**config.mk**
```make
export PLATFORM = sky130hd
export DESIGN_NAME = sc_timebase_tickgen
export DESIGN_NICKNAME = d
export VERILOG_FILES = /design/src/rtl/sc_timebase_pkg.sv /design/src/rtl/sc_sync_fedge.sv /design/src/rtl/sc_timebase_tickgen.sv
export SDC_FILE = /design/constraint.sdc
export NUM_CORES = 1
export LEC_CHECK = 0
export BUFFER_PORTS_ARGS = -buffer_cell sky130_fd_sc_hd__buf_2
export CORE_MARGIN = 2
export CORE_UTILIZATION = 57
export DETAILED_ROUTE_END_ITERATION = 6
export PLACE_DENSITY = 0.75
export SETUP_SLACK_MARGIN = 0.4
export SYNTH_ARGS = -nofsm -noshare
export SYNTH_HDL_FRONTEND = slang
export SYNTH_SLANG_ARGS = --single-unit
```
**constraint.sdc**
```tcl
create_clock -name SC_RegGENERAL_Time_CLOCK_50 -period 2.45 [get_ports SC_RegGENERAL_Time_CLOCK_50]
set_input_delay 0.245 -clock SC_RegGENERAL_Time_CLOCK_50 [delete_from_list [all_inputs] [get_ports SC_RegGENERAL_Time_CLOCK_50]]
set_output_delay 0.245 -clock SC_RegGENERAL_Time_CLOCK_50 [all_outputs]
set_load 0.02 [all_outputs]
```
**src/rtl/sc_timebase_pkg.sv**
```systemverilog
// Shared run-control state encodings for the game-timer time base.
package sc_timebase_pkg;

    localparam int STATE_W = 2;

    typedef enum logic [STATE_W-1:0] {
        IDLE    = 2'b00,
        RUN     = 2'b01,
        PAUSED  = 2'b10,
        STOPPED = 2'b11
    } tb_state_e;

endpackage

```
**src/rtl/sc_sync_fedge.sv**
```systemverilog
// Two-flop synchronizer plus falling-edge detector for an active-low button.
// Event is one clock wide, two edges after the input falls; a held button gives a single event.
module sc_sync_fedge (
    input  logic SC_RegGENERAL_Time_CLOCK_50,
    input  logic SC_RegGENERAL_Time_RESET_InHigh,
    input  logic btn_in_low,
    output logic fedge_out
);

    logic meta_q, meta_d;
    logic sync_q, sync_d;
    logic hist_q, hist_d;

    always_comb begin
        meta_d = btn_in_low;
        sync_d = meta_q;
        hist_d = sync_q;
    end

    // Reset to the released level so coming out of reset never looks like a press.
    always_ff @(posedge SC_RegGENERAL_Time_CLOCK_50 or posedge SC_RegGENERAL_Time_RESET_InHigh) begin
        if (SC_RegGENERAL_Time_RESET_InHigh) begin
            meta_q <= 1'b1;
            sync_q <= 1'b1;
            hist_q <= 1'b1;
        end else begin
            meta_q <= meta_d;
            sync_q <= sync_d;
            hist_q <= hist_d;
        end
    end

    assign fedge_out = ~sync_q & hist_q;

endmodule

```
**src/rtl/sc_timebase_tickgen.sv**
```systemverilog
// Run-controlled prescaler emitting a one-clock active-low count-enable every TERMINAL+1 clocks.
// Buttons/stop act two edges after they change; tick lands the cycle after the prescaler wraps.
module sc_timebase_tickgen
    import sc_timebase_pkg::*;
#(
    parameter int PRESCALER_DATAWIDTH = 26,
    parameter int PRESCALER_TERMINAL  = 49999999
) (
    input  logic               SC_RegGENERAL_Time_CLOCK_50,
    input  logic               SC_RegGENERAL_Time_RESET_InHigh,
    input  logic               SC_TimeBase_start_InLow,
    input  logic               SC_TimeBase_pause_InLow,
    input  logic               SC_TimeBase_stop_InHigh,
    output logic               SC_TimeBase_upcount_OutLow,
    output logic               SC_TimeBase_running_OutHigh,
    output logic [STATE_W-1:0] SC_TimeBase_state_OutBUS
);

    localparam logic [PRESCALER_DATAWIDTH-1:0] TERM = PRESCALER_DATAWIDTH'(PRESCALER_TERMINAL);
    localparam logic [PRESCALER_DATAWIDTH-1:0] ONE  = PRESCALER_DATAWIDTH'(1);

    logic start_ev;
    logic pause_ev;

    sc_sync_fedge u_start_sync (
        .SC_RegGENERAL_Time_CLOCK_50     (SC_RegGENERAL_Time_CLOCK_50),
        .SC_RegGENERAL_Time_RESET_InHigh (SC_RegGENERAL_Time_RESET_InHigh),
        .btn_in_low                      (SC_TimeBase_start_InLow),
        .fedge_out                       (start_ev)
    );

    sc_sync_fedge u_pause_sync (
        .SC_RegGENERAL_Time_CLOCK_50     (SC_RegGENERAL_Time_CLOCK_50),
        .SC_RegGENERAL_Time_RESET_InHigh (SC_RegGENERAL_Time_RESET_InHigh),
        .btn_in_low                      (SC_TimeBase_pause_InLow),
        .fedge_out                       (pause_ev)
    );

    tb_state_e                      state_q, state_d;
    logic [PRESCALER_DATAWIDTH-1:0] presc_q, presc_d;
    logic                           stop_meta_q, stop_meta_d;
    logic                           stop_sync_q, stop_sync_d;
    logic                           upcount_q, upcount_d;
    logic                           running_q, running_d;
    logic                           tick_now;

    always_comb begin
        stop_meta_d = SC_TimeBase_stop_InHigh;
        stop_sync_d = stop_meta_q;
        state_d     = state_q;
        presc_d     = presc_q;
        tick_now    = 1'b0;

        // Priority: stop, then pause event, then start event.
        case (state_q)
            IDLE: begin
                presc_d = '0;
                if (stop_sync_q)   state_d = STOPPED;
                else if (start_ev) state_d = RUN;
            end
            RUN: begin
                if (stop_sync_q) begin
                    state_d = STOPPED;
                    presc_d = '0;
                end else if (pause_ev) begin
                    state_d = PAUSED;
                end else if (presc_q == TERM) begin
                    presc_d  = '0;
                    tick_now = 1'b1;
                end else begin
                    presc_d = presc_q + ONE;
                end
            end
            PAUSED: begin
                if (stop_sync_q) begin
                    state_d = STOPPED;
                    presc_d = '0;
                end else if (pause_ev || start_ev) begin
                    state_d = RUN;
                end
            end
            STOPPED: begin
                presc_d = '0;
                if (!stop_sync_q && start_ev) state_d = IDLE;
            end
            default: begin
                state_d = IDLE;
                presc_d = '0;
            end
        endcase

        upcount_d = ~tick_now;
        running_d = (state_d == RUN);
    end

    always_ff @(posedge SC_RegGENERAL_Time_CLOCK_50 or posedge SC_RegGENERAL_Time_RESET_InHigh) begin
        if (SC_RegGENERAL_Time_RESET_InHigh) begin
            state_q     <= IDLE;
            presc_q     <= '0;
            stop_meta_q <= 1'b0;
            stop_sync_q <= 1'b0;
            upcount_q   <= 1'b1;
            running_q   <= 1'b0;
        end else begin
            state_q     <= state_d;
            presc_q     <= presc_d;
            stop_meta_q <= stop_meta_d;
            stop_sync_q <= stop_sync_d;
            upcount_q   <= upcount_d;
            running_q   <= running_d;
        end
    end

    assign SC_TimeBase_upcount_OutLow  = upcount_q;
    assign SC_TimeBase_running_OutHigh = running_q;
    assign SC_TimeBase_state_OutBUS    = state_q;

endmodule

```
**Word level (Yosys, flattened, before mapping)**

Index checks and enable logic that the tools add are counted.

- Bits in registers: 38
- Input port bits: 5
- Output and inout port bits: 4
- Word-level logic and storage cells: 48

- $add $sub $neg: 1
- Equal/unequal tests: 7
- Mux-type cells: 17
- Bitwise operators: 5
- Reduce and logical (&&, ||, !) cells: 6

Operators with widths:

| kind | number |
|---|---|
| $mux W26 | 4 |
| $pmux W26 S3 | 1 |
| $add A26 B1 Y26 const B | 1 |
| $eq A26 B26 Y1 const B | 1 |
| $mux W2 | 7 |
| $pmux W2 S4 | 1 |
| $eq A2 B1 Y1 const B | 2 |
| $eq A2 B2 Y1 const B | 2 |
| $mux W1 | 4 |
| $ne A3 B3 Y1 const B | 1 |
| $not A1 Y1 | 3 |
| $and A1 B1 Y1 | 2 |
| $logic_not A2 Y1 | 1 |
| $ne A2 B2 Y1 const B | 1 |
| $reduce_and A2 Y1 | 1 |
| $reduce_or A2 Y1 | 1 |
| $logic_and A1 B1 Y1 | 1 |
| $logic_not A1 Y1 | 1 |
| $logic_or A1 B1 Y1 | 1 |

**Longest topological paths before layout**

- Word-level depth: 7
- Gate-level depth with buffers: 7
- Gate-level depth less buffers: 6

**Cells and area by module**

Synthesis repeated with hierarchy kept, for this count alone.

- Cells, all modules: 206
- Area total of the unflattened synthesis: 1,981.9 µm²

Modules (own cells, without submodules):

| module | instances | cells each | area an instance (µm²) | seq. area each (µm²) |
|---|---|---|---|---|
| sc_timebase_tickgen | 1 | 196 | 1,789.2 | 802.0 |
| sc_sync_fedge | 2 | 5 | 96.3 | 78.8 |

**Worst setup path after synthesis**

No wires, ideal clock.

- Kind: reg2reg
- Start: reg presc_q[18]
- End: reg presc_q[1]
- Setup time: 122 ps
- Arrival time: 1,681 ps
- Slack: 647 ps
- Cell stages (with the launch flop): 7
- Path through: dfrtp_1 > nor4b_2 > nand4_1 > or3_1 > buf_6 > buf_6 > a32o_1

- Cells in the longest elaborated chain, start to end: 5

RTL lines:

| element | RTL line | RTL |
|---|---|---|
| start, declared | sc_timebase_tickgen.sv:40 | `logic [PRESCALER_DATAWIDTH-1:0] presc_q, presc_d;` |
| start signal, assigned | sc_timebase_tickgen.sv:106 | `presc_q <= presc_d;` |
| $eq A26 B26 Y1 | sc_timebase_tickgen.sv:67 | `end else if (presc_q == TERM) begin` |
| $mux W26 | sc_timebase_tickgen.sv:67 |  |
| $mux W26 | sc_timebase_tickgen.sv:65 | `end else if (pause_ev) begin` |
| $mux W26 | sc_timebase_tickgen.sv:62 | `if (stop_sync_q) begin` |
| $pmux W26 S3 | sc_timebase_tickgen.sv:55 | `case (state_q)` |

No other way between the ends. The select of a mux whose other input is x is not followed.
A chain may end at the register's enable or synchronous reset.

**Worst setup path in the final report**

- Start: reg presc_q[10]
- End: reg presc_q[22]

- Cells in the longest elaborated chain, start to end: 5
- Elaborated cells between the ends (all ways): 6

RTL lines:

| element | RTL line |
|---|---|
| $add A26 B1 Y26 or $eq A26 B26 Y1 (tied branches) | sc_timebase_tickgen.sv:71, sc_timebase_tickgen.sv:67 |
| $mux W26 * | sc_timebase_tickgen.sv:67 |
| $mux W26 * | sc_timebase_tickgen.sv:65 |
| $mux W26 * | sc_timebase_tickgen.sv:62 |
| $pmux W26 S3 * | sc_timebase_tickgen.sv:55 |

Every way passes the cells marked *; elsewhere a longest branch is shown, timed or not. The select of a mux whose other input is x is not followed.

==> run_results.csv <==
group,metric,value,unit
outcome,status,"finished clean",
detailed_routing,routedWlPerCell,17.2,um
sta,fin_skew,0.0113,ns
logic_synthesis,syn_area,2080,sq um
floorplan,initial_core_util,60.9,%
placed_design,dp_hpwl,3.21,mm
placed_design,place_inst,266,
floorplan,coreArea,3420,sq um
clock_tree,h-tree-depth,2,
clock_tree,cts-root-buf,"clkbuf_4",
logic_synthesis,ys_ff_latch,38,
sta,hold_viol_final,0,
finish,final_cell_mix,"dfrtp_1 (31), a31oi_1 (27), nand2_1 (18)",
logic_synthesis,synthTopCellsByArea,"dfrtp_1 (37%), dfstp_2 (8.8%), a31oi_1 (8.4%)",
clock_tree,clkLatencyLatePin,0.35,ns
setup_path,critPathCaptureType,"flop",
finish,areaGrowthSynthToFinish,11.7,%
setup_path,arrival,2.19,ns
placed_design,pre_cts_slack,0.313,ns
hold_path,hold_class,"flop to flop",
sta,worst_slack,0.454,ns
floorplan,num_io_pins,9,
setup_path,cp_data_required_time,2.65,ns
detailed_routing,wl,4.80,mm
clock_tree,tritoncts,"done",
pwr,power.leakage,0.870,nW
logic_synthesis,synth_simple_gate_area_share,30.8,%
pwr,pwr_density_cell,465,nW/um^2
detailed_routing,firstDrtPassIters,4,
placed_design,port_buffers,8,
clock_tree,cts-buffers-inserted,5,
setup_path,start_kind,"flop",
logic_synthesis,synth_nets,223,
floorplan,die_height,64.4,um
placed_design,globalplace.congestion,0.914,
clock_tree,cts_buffer_depth,2,
detailed_routing,drc_errors,0,
pwr,peakVddDrop,0.000395,V
floorplan,fp-row-count,21,
global_routing,grt_pass1_vias,1816,
global_routing,grt_max_degree,39,
sta,tns,0,ns
sta,min_period,2.00,ns
logic_synthesis,synth_compound_area_share,16.7,%
detailed_routing,via_count,1860,
global_routing,grt.total_usage,24.7,%
logic_synthesis,synth_warnings,0,
logic_synthesis,synthMuxAreaShare,1.02,%
finish,fin_cells,279,
clock_tree,cts.sinks,38,
setup_path,reg2regPathDepth,5,
finish,final_common_cell,"dfrtp_1",
sta,fin_crit_sh,81.5,%
hold_path,min_delay_path_depth,0,
logic_synthesis,synth_top_family_by_area,"simple AND/OR/NAND/NOR gates",
logic_synthesis,synth_top_area_share,37.3,%
logic_synthesis,syn_inst,217,
sta,clock.fmax,501,MHz
sta,finalSetupViolCount,0,
hold_path,min-delay-start,"u_pause_sync.meta_q",
sta,rsz0062_at_grt,"no",
detailed_routing,drtIter0Drc,229,
clock_tree,path_clk_slew,0.12,ns
job,maxCapViolCount,0,
logic_synthesis,yosysSeqAreaShare,46.1,%
logic_synthesis,yosysUniqueCellTypes,49,
detailed_routing,via_per_inst,6.67,
setup_path,rr_startpoint,"presc_q[10]",
global_routing,antenna_found_initial,0,
sta,relSlewSlack,56.0,%
global_routing,grt_pass1_wl,7.90,mm
finish,antenna_cells,0,
setup_path,critPathLaunch,"presc_q[10]",
finish,layout-drive-gt1-share,19.3,%
setup_path,cp_max_fo,6,
logic_synthesis,synth_xor_area_share,0.421,%
logic_synthesis,synth_area_leader_cell,"dfrtp_1",
floorplan,dieWidth,64.4,um
sta,maxSlewViolCount,0,
global_routing,overflow,0,
floorplan,dieArea,4150,sq um
logic_synthesis,synthAdderAreaFrac,0.602,%
finish,fin_nets,238,
setup_path,critPathKind,"flop to flop",
detailed_routing,ant_nets,0,
sta,worst_pin_slew,0.660,ns
logic_synthesis,avgSynthCellArea,9.58,sq um
-- registers in the layout (all words and copies together) (netlist names) --
name,count
SC_TimeBase_running_OutHigh,1
u_pause_sync.meta_q,1
SC_TimeBase_state_OutBUS,2
u_pause_sync.hist_q,1
stop_sync_q,1
u_start_sync.hist_q,1
u_pause_sync.hist_d,1
u_start_sync.meta_q,1
stop_meta_q,1
u_start_sync.hist_d,1
SC_TimeBase_upcount_OutLow,1
presc_q,26
-- final timing paths --
check | to | slack [ns]
min in group asynchronous | presc_q[19] | 0.54
setup / recovery | presc_q[22] | 0.45
max in group asynchronous | u_start_sync.meta_q | 1.56
setup reg to reg | presc_q[22] | 0.45
hold reg to reg | u_pause_sync.hist_d | 0.36
hold / removal | u_pause_sync.hist_d | 0.36
-- cells in the mapped netlist, drive strengths merged --
cell type / n
dfrtp: 31
a31oi: 28
nand2: 19
nand3: 17
nor2: 14
or3: 9
nand4: 8
dfstp: 7
inv: 7
nor3: 7
nor4: 7
buf: 6
nor2b: 5
o21ai: 5
and4: 4
clkbuf: 4
nand2b: 4
or4: 4
o21bai: 3
a22oi: 2
a32o: 2
a41oi: 2
and2: 2
and3: 2
a211o: 1
a21o: 1
a311oi: 1
and3b: 1
and4bb: 1
ha: 1
mux2: 1
mux2i: 1
nand4b: 1
nor3b: 1
nor4b: 1
o211ai: 1
o22a: 1
o311a: 1
o31a: 1
o41a: 1
or2: 1
xnor2: 1
-- timing repair --
item / 4_1_cts / 5_1_grt
pin swaps: 0 / 1
hold buffers: 4 / 0
endpoints found under the hold margin: 19 / 0
gates resized for setup: 4 / 7
cloned: 0 / 0
setup buffers: 0 / 1
setup endpoints to repair: 22 / 20
-- critical path, cell delays in order (launching register included) --
cell and delay (ns):
dfrtp_1 0.49, nand3_1 0.26, or4_4 0.57, nor4_2 0.29
or3_1 0.16, a31oi_1 0.08
-- final cells by class --
cell class / count / area [sq um]
multi-input cells: 162 / 1090
repair buffers: 18 / 129
clock buffers: 7 / 55.1
flip-flops and latches: 38 / 960
fillers: 284 / 1090
clock inverters: 1 / 5.00
well taps: 46 / 57.6
inverters: 7 / 26.3
-- logic make-up (layout without fill, tap and decap cells) --
| kind of cell | Yosys count | count (layout) |
|---|---|---|
| multiplexers | 2 | 2 |
| XOR/XNOR | 1 | 1 |
| AND/OR/NAND/NOR | 108 | 108 |
| adder cells (fa/ha/maj) | 1 | 1 |
| AO/OA/AOI/OAI | 50 | 50 |
| flip-flops | 38 | 38 |
| buffers and inverters | 17 | 33 |
-- power by group --
part	internal [W]	total [W]	switching [W]
registers	0.000642	0.000653	0.0000103
logic	0.0000314	0.0000865	0.0000552
clock network	0.000139	0.000341	0.000202
total	0.000813	0.00108	0.000267
-- per-layer routing --
metal,global-route usage (%),up-vias,wire length (um)
met5,0,-,0
met4,11.4,0,99
met3,5.99,16,277
met2,42.2,74,2340
met1,29.3,907,2080
li1,-,863,-
-- stage by stage --
step / util (%) / total power [W] / instance area, sq um / hold WS [ns]
after global routing: 68.0 / 0.00113 / 2320 / 0.367
final: 68.0 / 0.00108 / 2320 / 0.364
after global placement: 63.0 / 0.000741 / 2150 / 0.339
after detailed placement: 63.0 / 0.000743 / 2150 / 0.336
after floorplan: - / 0.000720 / 2080 / 0.249
after CTS: 66.6 / 0.00109 / 2280 / 0.365
No activity file was read; power rests on OpenSTA's default activity.
